## config.mk

```make
export PLATFORM = sky130hd
export DESIGN_NAME = uncached_storer_flat
export DESIGN_NICKNAME = d
export VERILOG_FILES = /design/src/rtl/uncached_storer_pkg.sv /design/src/rtl/uncached_storer_if.sv /design/src/rtl/uncached_storer_size_decode.sv /design/src/rtl/uncached_storer.sv /design/src/flat_wrapper.sv
export SDC_FILE = /design/constraint.sdc
export NUM_CORES = 1
export LEC_CHECK = 0
export CORE_MARGIN = 1.5
export CORE_UTILIZATION = 40
export CTS_CLUSTER_SIZE = 12
export DETAILED_ROUTE_END_ITERATION = 16
export MAX_ROUTING_LAYER = met4
export PLACE_DENSITY = 0.84
export SLEW_MARGIN = 20
export SYNTH_ARGS = -nofsm -noshare
export SYNTH_HDL_FRONTEND = slang
export SYNTH_SLANG_ARGS = --single-unit
```

## constraint.sdc

```tcl
create_clock -name clk -period 2.63 [get_ports clk]
set_input_delay 0.263 -clock clk [delete_from_list [all_inputs] [get_ports clk]]
set_output_delay 0.263 -clock clk [all_outputs]
set_load 0.02 [all_outputs]
```

## src/rtl/uncached_storer_pkg.sv

```systemverilog
// Shared AXI constants for the uncached load/store path: IDs, FSM encodings,
// size and response codes, plus the storer's debug view.
package uncached_storer_pkg;

   // AXI write/read IDs owned by the uncached path
   localparam logic [3:0] STORER_AXI_ID = 4'b0011;
   localparam logic [3:0] LOADER_AXI_ID = 4'b0010;

   // Uncached storer FSM encodings
   localparam logic [2:0] ST_IDLE = 3'd0;
   localparam logic [2:0] ST_REQ  = 3'd1;
   localparam logic [2:0] ST_ADDR = 3'd2;
   localparam logic [2:0] ST_RESP = 3'd3;
   localparam logic [2:0] ST_DONE = 3'd4;

   // Uncached loader FSM encodings
   localparam logic [2:0] LD_IDLE = 3'd0;
   localparam logic [2:0] LD_REQ  = 3'd1;
   localparam logic [2:0] LD_ADDR = 3'd2;
   localparam logic [2:0] LD_DATA = 3'd3;
   localparam logic [2:0] LD_DONE = 3'd4;

   // AXI transfer size codes (bytes = 1 << size)
   localparam logic [2:0] AXI_SIZE_BYTE = 3'd0;
   localparam logic [2:0] AXI_SIZE_HALF = 3'd1;
   localparam logic [2:0] AXI_SIZE_WORD = 3'd2;

   localparam logic [1:0] AXI_RESP_OKAY = 2'b00;

   typedef struct packed {
      logic [2:0] state;
      logic       awPending;
      logic       wPending;
      logic       bPending;
   } storer_dbg_t;

   // A store only starts for an uncached, enabled access touching at least one lane
   function automatic logic storeStart(input logic uncached, input logic we,
                                       input logic [3:0] wsel);
      return uncached & we & (wsel != 4'b0000);
   endfunction

endpackage

```

## src/rtl/uncached_storer_if.sv

```systemverilog
// Arbiter-side bus of the uncached storer: request/grant plus AXI AW, W and B.
// Handshake: a beat transfers on a rising clk edge where valid & ready are both
// high; valid, once raised, stays high with stable payload until that edge.
interface uncached_storer_if;
   logic        req;
   logic        grnt;
   logic [3:0]  awid;
   logic [31:0] awaddr;
   logic [2:0]  awsize;
   logic        awvalid;
   logic        awready;
   logic [31:0] wdata;
   logic [3:0]  wstrb;
   logic        wlast;
   logic        wvalid;
   logic        wready;
   logic [3:0]  bid;
   logic [1:0]  bresp;
   logic        bvalid;
   logic        bready;

   modport master (
      output req, awid, awaddr, awsize, awvalid, wdata, wstrb, wlast, wvalid, bready,
      input  grnt, awready, wready, bid, bresp, bvalid
   );

   modport slave (
      input  req, awid, awaddr, awsize, awvalid, wdata, wstrb, wlast, wvalid, bready,
      output grnt, awready, wready, bid, bresp, bvalid
   );
endinterface

```

## src/rtl/uncached_storer_size_decode.sv

```systemverilog
// Maps a byte-lane select to an AXI size code and the aligned low address bits.
module uncached_size_decode
   import uncached_storer_pkg::*;
(
   input  logic [3:0] wsel,
   input  logic [1:0] addrLo,
   output logic [2:0] awsize,
   output logic [1:0] awaddrLo
);

   always_comb begin
      awsize = AXI_SIZE_WORD;
      case (wsel)
         4'b0001, 4'b0010, 4'b0100, 4'b1000: awsize = AXI_SIZE_BYTE;
         4'b0011, 4'b1100:                   awsize = AXI_SIZE_HALF;
         default:                            awsize = AXI_SIZE_WORD;
      endcase
   end

   // Odd lane patterns go out as a full word; wstrb still masks the bytes
   always_comb begin
      awaddrLo = 2'b00;
      case (awsize)
         AXI_SIZE_BYTE: awaddrLo = addrLo;
         AXI_SIZE_HALF: awaddrLo = {addrLo[1], 1'b0};
         default:       awaddrLo = 2'b00;
      endcase
   end

endmodule

```

## src/rtl/uncached_storer.sv

```systemverilog
// Single-beat AXI write engine for uncached CPU stores: latches the store,
// requests the bus, issues AW and W independently, then waits for its B response.
module uncached_storer
   import uncached_storer_pkg::*;
#(
   parameter logic [3:0] AXI_ID = STORER_AXI_ID
)(
   input  logic                clk,
   input  logic                rst,
   uncached_storer_if.master   bus,
   input  logic                cpu_uncached,
   input  logic                cpu_we,
   input  logic [31:0]         cpu_addr,
   input  logic [31:0]         cpu_wdata,
   input  logic [3:0]          cpu_wsel,
   output logic                cpu_Stall,
   output logic                bus_err,
   output storer_dbg_t         dbg
);

   logic [2:0]  state;
   logic [31:0] addrQ;
   logic [31:0] dataQ;
   logic [3:0]  wselQ;
   logic        reqQ;
   logic        awvalidQ;
   logic        wvalidQ;
   logic        breadyQ;
   logic        busErrQ;

   logic        start;
   logic        awFire;
   logic        wFire;
   logic        awDone;
   logic        wDone;
   logic        bHit;
   logic [2:0]  awsizeDec;
   logic [1:0]  awaddrLoDec;

   assign start  = storeStart(cpu_uncached, cpu_we, cpu_wsel);
   assign awFire = awvalidQ & bus.awready;
   assign wFire  = wvalidQ & bus.wready;
   // A channel is finished once its valid has dropped or it handshakes this cycle
   assign awDone = ~awvalidQ | bus.awready;
   assign wDone  = ~wvalidQ | bus.wready;
   assign bHit   = bus.bvalid & (bus.bid == AXI_ID);

   uncached_size_decode uSizeDecode (
      .wsel     (wselQ),
      .addrLo   (addrQ[1:0]),
      .awsize   (awsizeDec),
      .awaddrLo (awaddrLoDec)
   );

   always_ff @(posedge clk or posedge rst) begin
      if (rst) begin
         state    <= ST_IDLE;
         addrQ    <= 32'd0;
         dataQ    <= 32'd0;
         wselQ    <= 4'd0;
         reqQ     <= 1'b0;
         awvalidQ <= 1'b0;
         wvalidQ  <= 1'b0;
         breadyQ  <= 1'b0;
         busErrQ  <= 1'b0;
      end else begin
         case (state)
            ST_IDLE: begin
               awvalidQ <= 1'b0;
               wvalidQ  <= 1'b0;
               breadyQ  <= 1'b0;
               if (start) begin
                  addrQ <= cpu_addr;
                  dataQ <= cpu_wdata;
                  wselQ <= cpu_wsel;
                  reqQ  <= 1'b1;
                  state <= ST_REQ;
               end else begin
                  reqQ <= 1'b0;
               end
            end
            ST_REQ: begin
               if (bus.grnt) begin
                  awvalidQ <= 1'b1;
                  wvalidQ  <= 1'b1;
                  state    <= ST_ADDR;
               end
            end
            ST_ADDR: begin
               if (awFire) awvalidQ <= 1'b0;
               if (wFire)  wvalidQ  <= 1'b0;
               if (awDone && wDone) begin
                  breadyQ <= 1'b1;
                  state   <= ST_RESP;
               end
            end
            ST_RESP: begin
               // Responses carrying another master's ID are not ours to consume
               if (bHit) begin
                  breadyQ <= 1'b0;
                  busErrQ <= (bus.bresp != AXI_RESP_OKAY);
                  state   <= ST_DONE;
               end
            end
            ST_DONE: begin
               reqQ    <= 1'b0;
               busErrQ <= 1'b0;
               state   <= ST_IDLE;
            end
            default: begin
               reqQ     <= 1'b0;
               awvalidQ <= 1'b0;
               wvalidQ  <= 1'b0;
               breadyQ  <= 1'b0;
               busErrQ  <= 1'b0;
               state    <= ST_IDLE;
            end
         endcase
      end
   end

   // The IDLE term lets the pipeline freeze in the same cycle the store appears
   assign cpu_Stall = ((state == ST_IDLE) & start) |
                      (state == ST_REQ) | (state == ST_ADDR) | (state == ST_RESP);
   assign bus_err   = busErrQ;

   assign bus.req     = reqQ;
   assign bus.awid    = AXI_ID;
   assign bus.awaddr  = {addrQ[31:2], awaddrLoDec};
   assign bus.awsize  = awsizeDec;
   assign bus.awvalid = awvalidQ;
   assign bus.wdata   = dataQ;
   assign bus.wstrb   = wselQ;
   assign bus.wlast   = 1'b1;
   assign bus.wvalid  = wvalidQ;
   assign bus.bready  = breadyQ;

   assign dbg.state     = state;
   assign dbg.awPending = awvalidQ;
   assign dbg.wPending  = wvalidQ;
   assign dbg.bPending  = breadyQ;

endmodule

```

## src/flat_wrapper.sv

```systemverilog
// flat-port wrapper written by rule: the top's interface ports become plain ports
module uncached_storer_flat import uncached_storer_pkg::*;
#(
   parameter logic [3:0] AXI_ID = STORER_AXI_ID
)
  (clk, rst, cpu_uncached, cpu_we, cpu_addr, cpu_wdata, cpu_wsel, cpu_Stall, bus_err, dbg, bus_req, bus_awid, bus_awaddr, bus_awsize, bus_awvalid, bus_wdata, bus_wstrb, bus_wlast, bus_wvalid, bus_bready, bus_grnt, bus_awready, bus_wready, bus_bid, bus_bresp, bus_bvalid);
  uncached_storer_if bus_i ();
  input  logic clk;
  input  logic rst;
  input  logic cpu_uncached;
  input  logic cpu_we;
  input  logic [31:0] cpu_addr;
  input  logic [31:0] cpu_wdata;
  input  logic [3:0] cpu_wsel;
  output logic cpu_Stall;
  output logic bus_err;
  output storer_dbg_t dbg;
  output wire logic [$bits(bus_i.req)-1:0] bus_req;
  output wire logic [$bits(bus_i.awid)-1:0] bus_awid;
  output wire logic [$bits(bus_i.awaddr)-1:0] bus_awaddr;
  output wire logic [$bits(bus_i.awsize)-1:0] bus_awsize;
  output wire logic [$bits(bus_i.awvalid)-1:0] bus_awvalid;
  output wire logic [$bits(bus_i.wdata)-1:0] bus_wdata;
  output wire logic [$bits(bus_i.wstrb)-1:0] bus_wstrb;
  output wire logic [$bits(bus_i.wlast)-1:0] bus_wlast;
  output wire logic [$bits(bus_i.wvalid)-1:0] bus_wvalid;
  output wire logic [$bits(bus_i.bready)-1:0] bus_bready;
  input wire logic [$bits(bus_i.grnt)-1:0] bus_grnt;
  input wire logic [$bits(bus_i.awready)-1:0] bus_awready;
  input wire logic [$bits(bus_i.wready)-1:0] bus_wready;
  input wire logic [$bits(bus_i.bid)-1:0] bus_bid;
  input wire logic [$bits(bus_i.bresp)-1:0] bus_bresp;
  input wire logic [$bits(bus_i.bvalid)-1:0] bus_bvalid;
  assign bus_req = bus_i.req;
  assign bus_awid = bus_i.awid;
  assign bus_awaddr = bus_i.awaddr;
  assign bus_awsize = bus_i.awsize;
  assign bus_awvalid = bus_i.awvalid;
  assign bus_wdata = bus_i.wdata;
  assign bus_wstrb = bus_i.wstrb;
  assign bus_wlast = bus_i.wlast;
  assign bus_wvalid = bus_i.wvalid;
  assign bus_bready = bus_i.bready;
  assign bus_i.grnt = bus_grnt;
  assign bus_i.awready = bus_awready;
  assign bus_i.wready = bus_wready;
  assign bus_i.bid = bus_bid;
  assign bus_i.bresp = bus_bresp;
  assign bus_i.bvalid = bus_bvalid;
  uncached_storer #(.AXI_ID(AXI_ID)) u_core (.clk(clk), .rst(rst), .bus(bus_i), .cpu_uncached(cpu_uncached), .cpu_we(cpu_we), .cpu_addr(cpu_addr), .cpu_wdata(cpu_wdata), .cpu_wsel(cpu_wsel), .cpu_Stall(cpu_Stall), .bus_err(bus_err), .dbg(dbg));
endmodule
```

==> flow_summary.toml, run 1 <==
[run_status]
status = "finished, final reports clean"

[pwr]
p_leak_nw = 2.11
ir_drop_v = 0.000601
netSwitchingFraction = 0.353
power.share.sequential = 0.345
p_int_mw = 3.94
combPwrFrac = 0.502
p_per_area_mw_per_mm2 = 1200
switchingPower_mw = 2.15
clkPwrFrac = 0.152

[clock_network]
holdBufCountCts = 0
cts_root_buf = "clkbuf_8"
clkSinkCount = 76
cts_made_buffers = 9
clk_pin_slew_ns = 0.08
clock_latency_ns = 0.34
cts_resized = 0
cts_buffer_depth = 2
post-cts-setup-buffers = 0
cts_tree = "done"
htree_levels = 3

[synth]
synth_edf_count = 0
synth-async-reset-ratio = 1.00
synthFlopType = "dfrtp_1"
avgSynthCellArea_um2 = 13.7
synth_warnings = 0
synth_cell_types = 30
synth-seq-area-share = 0.562
ys_ff_latch = 76
syn_inst = 247
mappedNetlistArea_mm2 = 0.00338

[finish]
seq_area_mm2 = 0.00190
multi_input_area_mm2 = 0.00115
syn_to_final_growth_pct = 50.2
drive_gt1_frac = 0.238
antenna_cells = 0
n_fill_cell = 672
nets = 461

[route]
drt_iter0_markers = 53
route.detailed.drc = 0
vias_per_cell = 4.78
firstDrtPassIters = 4
vias = 2333
postRouteAntennaNets = 0
avgRoutedWirePerCell_um = 14.8
routed_wl_um = 7230

[global_route]
grt-ovfl-total = 0
grt_pass1_wl_um = 11200
first_global_vias = 2378
antenna_found_initial = 0
grt_max_degree = 45
grt_usage = 0.168

[sta]
final.setup_skew_ns = 0.00591
hold_viol = 0
fin_setup_tns_ns = 0
worst_slew_pin_slew_ns = 0.684
setup_violations = 0
hold_ws_ns = 0.324
slew_headroom = 0.543
period_needed_ns = 2.29
rsz0062_at_grt = "no"
fmax_mhz = 438
period_share = 0.869
drv_slew = 0

[placement]
dp_hpwl_um = 5460
place.port_buffers = 163
gp_congestion = 0.741

[floorplan]
start_util = 0.412
io_pins = 170
fp.dieH_um = 95.0
die_area_mm2 = 0.00902
core_mm2 = 0.00822
fp-row-count = 33
fp.dieW_um = 95.0

[flow_run]
cap_violations = 0

[setup_path]
crit_fanout = 5
crit_path_end_kind = "primary output"
required_ns = 2.37
cp.arrival_ns = 2.02
crit_type = "flip-flop to primary output"
startpoint_type = "flip-flop"

[hold_path]
min_path_type = "primary input to asynchronous set/reset pin"
cells in the mapped netlist (2+ instances only):
cell      number  share of area
nand4b_1       2         0.0052
nor3b_1        2         0.0044
buf_4         39          0.087
a31o_2         2         0.0052
nand3b_1       2         0.0044
mux2_2        59           0.20
dfrtp_1       76           0.56
conb_1         2         0.0022
a21oi_1        6         0.0089
o21ai_0        4         0.0059
nand2_1        6         0.0067
buf_6          2         0.0067
nor2b_1        5         0.0092
nand3_1        2         0.0030
nand2b_1       3         0.0055
nor2_1         5         0.0055
xnor2_1        2         0.0052
nor3_1         2         0.0030
buf_2          7          0.010
mux2_4         9          0.040
cell type report:
cell class,instances,share of cell area
timing repair buffer,166,0.333
clock inverter,5,0.0153
multi-input combinational,125,0.226
tap,105,0.0259
clock buffer,10,0.0251
inverter,1,0.000985
sequential,76,0.374
sequential cells by signal, summed over array words and instances, names as in the netlist, 3 cells and up:
signal and cells:
u_core.state 3, u_core.addrQ 32, u_core.bus.wstrb 4, u_core.bus.wdata 32
logic make-up after synthesis:
logic type	synth area share
flops	0.562
mux	0.236
buf+inv	0.106
simple gates	0.0640
compound gates	0.0241
xor+xnor	0.00518
other cells	0.00222
cell usage in the layout (no fill, tap or decap), types with 5 or more instances in the layout:
cell type | netlist | final
nand2_1 | 6 | 6
nor2b_1 | 5 | 5
dfrtp_1 | 76 | 76
a21oi_1 | 6 | 6
nor2_1 | 5 | 5
clkbuf_8 | 0 | 9
mux2_2 | 59 | 59
conb_1 | 2 | 6
mux2_4 | 9 | 9
clkdlybuf4s50_1 | 0 | 163
worst paths after layout:
path	depth (start not counted)	end	slack, ns	from
worst max register to register	3	u_core.addrQ[12]	0.82	u_core.state[1]
worst min register to register	1	u_core.addrQ[30]	0.51	u_core.addrQ[30]
min in group clk	1	u_core.addrQ[30]	0.51	u_core.addrQ[30]
worst min-delay path	2	u_core.bus.wdata[1]	0.32	rst
worst max-delay path	4	bus_awaddr[0]	0.34	u_core.bus.wstrb[2]
max in group asynchronous	3	u_core.bus.wdata[2]	1.68	rst
critical path, stage by stage, from the launching register on:
cell	delay [ns]
dfrtp_1	0.44
nor2_1	0.27
a21oi_1	0.11
o21ai_0	0.21
clkdlybuf4s50_1	0.66
metal layers:
metal / GRT usage / vias up / share of wire
met5: - / - / 0
li1: - / 1078 / -
met2: 0.292 / 99 / 0.51
met1: 0.188 / 1145 / 0.41
met3: 0.0475 / 11 / 0.068
met4: 0.0485 / 0 / 0.013
per-stage QoR:
stage	cells	instance area, µm²	power [mW]	util	setup WS [ns]
global route	488	5080	6.43	0.618	0.184
detailed placement	473	4880	5.22	0.593	0.382
finish	488	5080	6.09	0.618	0.345
CTS	488	5080	6.16	0.618	0.287
floorplan	251	3400	4.00	-	0.429
global placement	473	4880	5.13	0.593	0.404
power groups by stage:
stage,logic [mW],registers [mW],clock network (mW)
2_1_floorplan,1.58,2.42,0
3_5_place_dp,3.09,2.13,0
3_3_place_gp,3.04,2.10,0
6_report,3.06,2.10,0.927
4_1_cts,3.10,2.11,0.954
5_1_grt,3.24,2.18,1.01
(Power assumes the default switching activity.)
==> inputs of run 2 (changes only) <==
--- a/config.mk
+++ b/config.mk
@@ -5,6 +5,7 @@
 export SDC_FILE = /design/constraint.sdc
 export NUM_CORES = 1
 export LEC_CHECK = 0
+export ABC_CLOCK_PERIOD_IN_PS = 2630
 export CORE_MARGIN = 1.5
 export CORE_UTILIZATION = 40
 export CTS_CLUSTER_SIZE = 12
==> results of run 2 <==
No change in the layout: final DEF, timing and power equal those of run 1.
==> inputs of run 3 (changes only) <==
--- a/config.mk
+++ b/config.mk
@@ -8,9 +8,7 @@
 export ABC_CLOCK_PERIOD_IN_PS = 2630
 export CORE_MARGIN = 1.5
 export CORE_UTILIZATION = 40
-export CTS_CLUSTER_SIZE = 12
 export DETAILED_ROUTE_END_ITERATION = 16
-export MAX_ROUTING_LAYER = met4
 export PLACE_DENSITY = 0.84
 export SLEW_MARGIN = 20
 export SYNTH_ARGS = -nofsm -noshare
==> run 3 against run 2 <==
Clock power about the same. Sequential share of layout area is the same. Cell count is the same. Critical path type unchanged. Critical endpoint unchanged.
==> flow_summary.toml, run 3 (synthesis gave the netlist of run 1 again) <==
[run_status]
status = "finished, final reports clean"

[sta]
rsz0062_at_grt = "no"
period_needed_ns = 2.28
finalWorstSetupSlack_ns = 0.349
setup_violations = 0
fin_setup_tns_ns = 0
slew_headroom = 0.545
hold_viol = 0
worst_slew_pin_slew_ns = 0.682
period_share = 0.867
drv_slew = 0
final.setup_skew_ns = 0.00609
fmax_mhz = 438

[setup_path]
cp_top_family = "buffers and inverters"
cp.arrival_ns = 2.02
timing.rr.end = "u_core.addrQ[12]"
path_buf_inv = 1
max_stage_delay_ns = 0.66
required_ns = 2.37
crit_fanout = 5
crit_path_end_kind = "primary output"
startpoint_type = "flip-flop"
crit_type = "flip-flop to primary output"
reg2reg_depth = 3
regToRegSetupSlack_ns = 0.83
r2r-start = "u_core.state[1]"
cpMaxStageDelayCell = "clkdlybuf4s50_1"
path_cells = "nor2_1, a21oi_1, o21ai_0, clkdlybuf4s50_1"

[clock_network]
cts_buffer_depth = 2
clock_latency_ns = 0.33
cts_tree = "done"
cts_made_buffers = 9
post-cts-setup-buffers = 0
clkSinkCount = 76
cts_resized = 0
htree_levels = 3
cts_root_buf = "clkbuf_8"
holdBufCountCts = 0
clk_pin_slew_ns = 0.08

[global_route]
grt_max_degree = 45
antenna_found_initial = 0
grt-ovfl-total = 0
grt_usage = 0.163
grt_pass1_wl_um = 11200
first_global_vias = 2370

[finish]
drive_gt1_frac = 0.238
final_cell_mix = "clkdlybuf4s50_1 (163), dfrtp_1 (76), mux2_2 (59)"
multi_input_area_mm2 = 0.00115
seq_area_mm2 = 0.00190
fin_cells = 488
n_fill_cell = 672
antenna_cells = 0
syn_to_final_growth_pct = 50.2
final_common_cell = "clkdlybuf4s50_1"
nets = 461

[floorplan]
fp.dieW_um = 95.0
fp-row-count = 33
io_pins = 170
fp.dieH_um = 95.0
die_area_mm2 = 0.00902
core_mm2 = 0.00822
start_util = 0.412

[route]
postRouteAntennaNets = 0
vias = 2318
drt_iter0_markers = 45
route.detailed.drc = 0
firstDrtPassIters = 4
vias_per_cell = 4.75
routed_wl_um = 7220
avgRoutedWirePerCell_um = 14.8

[pwr]
switchingPower_mw = 2.14
finalPower_mw = 6.08
power.share.sequential = 0.345
ir_drop_v = 0.000601
combPwrFrac = 0.502
netSwitchingFraction = 0.352
p_per_area_mw_per_mm2 = 1200
p_leak_nw = 2.11
p_int_mw = 3.94
clkPwrFrac = 0.152

[placement]
dp_slack_ns = 0.382
place.port_buffers = 163
dp_hpwl_um = 5460
place_inst = 473
gp_congestion = 0.732

[hold_path]
min_path_type = "primary input to asynchronous set/reset pin"

[flow_run]
cap_violations = 0
-- run 3: cell counts in the layout (fill, tap and decap cells not counted) --
No cell type changed its count.
-- run 3: cell type report --
| type | count | area share |
|---|---|---|
| clock buffers | 10 | 0.0251 |
| multi-input cells | 125 | 0.226 |
| flip-flops and latches | 76 | 0.374 |
| inverters | 1 | 0.000985 |
| well taps | 105 | 0.0259 |
| repair buffers | 166 | 0.333 |
| clock inverters | 5 | 0.0153 |
-- run 3: worst max-delay path by stage --
stage | slack (ns) | to | cells after the start | startpoint
2_1_floorplan | 0.43 | u_core.addrQ[0] | 1 | rst
3_3_place_gp | 0.40 | cpu_Stall | 5 | cpu_wsel[0]
3_5_place_dp | 0.38 | cpu_Stall | 5 | cpu_wsel[0]
4_1_cts | 0.29 | bus_awaddr[0] | 4 | u_core.bus.wstrb[2]
5_1_grt | 0.18 | bus_awaddr[0] | 4 | u_core.bus.wstrb[2]
6_report | 0.35 | bus_awaddr[0] | 4 | u_core.bus.wstrb[2]
-- run 3: routing by layer --
layer / part of all wire / up-vias / GRT usage
met2: 0.51 / 100 / 0.291
li1: - / 1076 / -
met5: 0 / - / 0
met3: 0.090 / 10 / 0.0660
met4: 0.013 / 0 / 0.0485
met1: 0.38 / 1132 / 0.177
-- run 3: stage by stage --
stage                     hold slack (ns)   util  cell area (µm²)
after detailed placement            0.494  0.593             4880
after floorplan                     0.408      -             3400
final                               0.324  0.618             5080
after CTS                           0.339  0.618             5080
after global routing                0.382  0.618             5080
after global placement              0.482  0.593             4880
-- run 3: power groups by stage --
stage	logic (mW)	registers, mW	clock network, mW
3_5_place_dp	3.09	2.13	0
6_report	3.06	2.10	0.926
3_3_place_gp	3.04	2.10	0
5_1_grt	3.25	2.18	1.01
2_1_floorplan	1.58	2.42	0
4_1_cts	3.10	2.11	0.954
-- run 3: worst reg2reg max path: cells and delay by family, from the launching register on --
kind | cells | cell delay [ns]
buffers and inverters | 1 | 0.29
flip-flops | 1 | 0.52
multiplexers | 1 | 0.39
AND/OR/NAND/NOR | 1 | 0.47
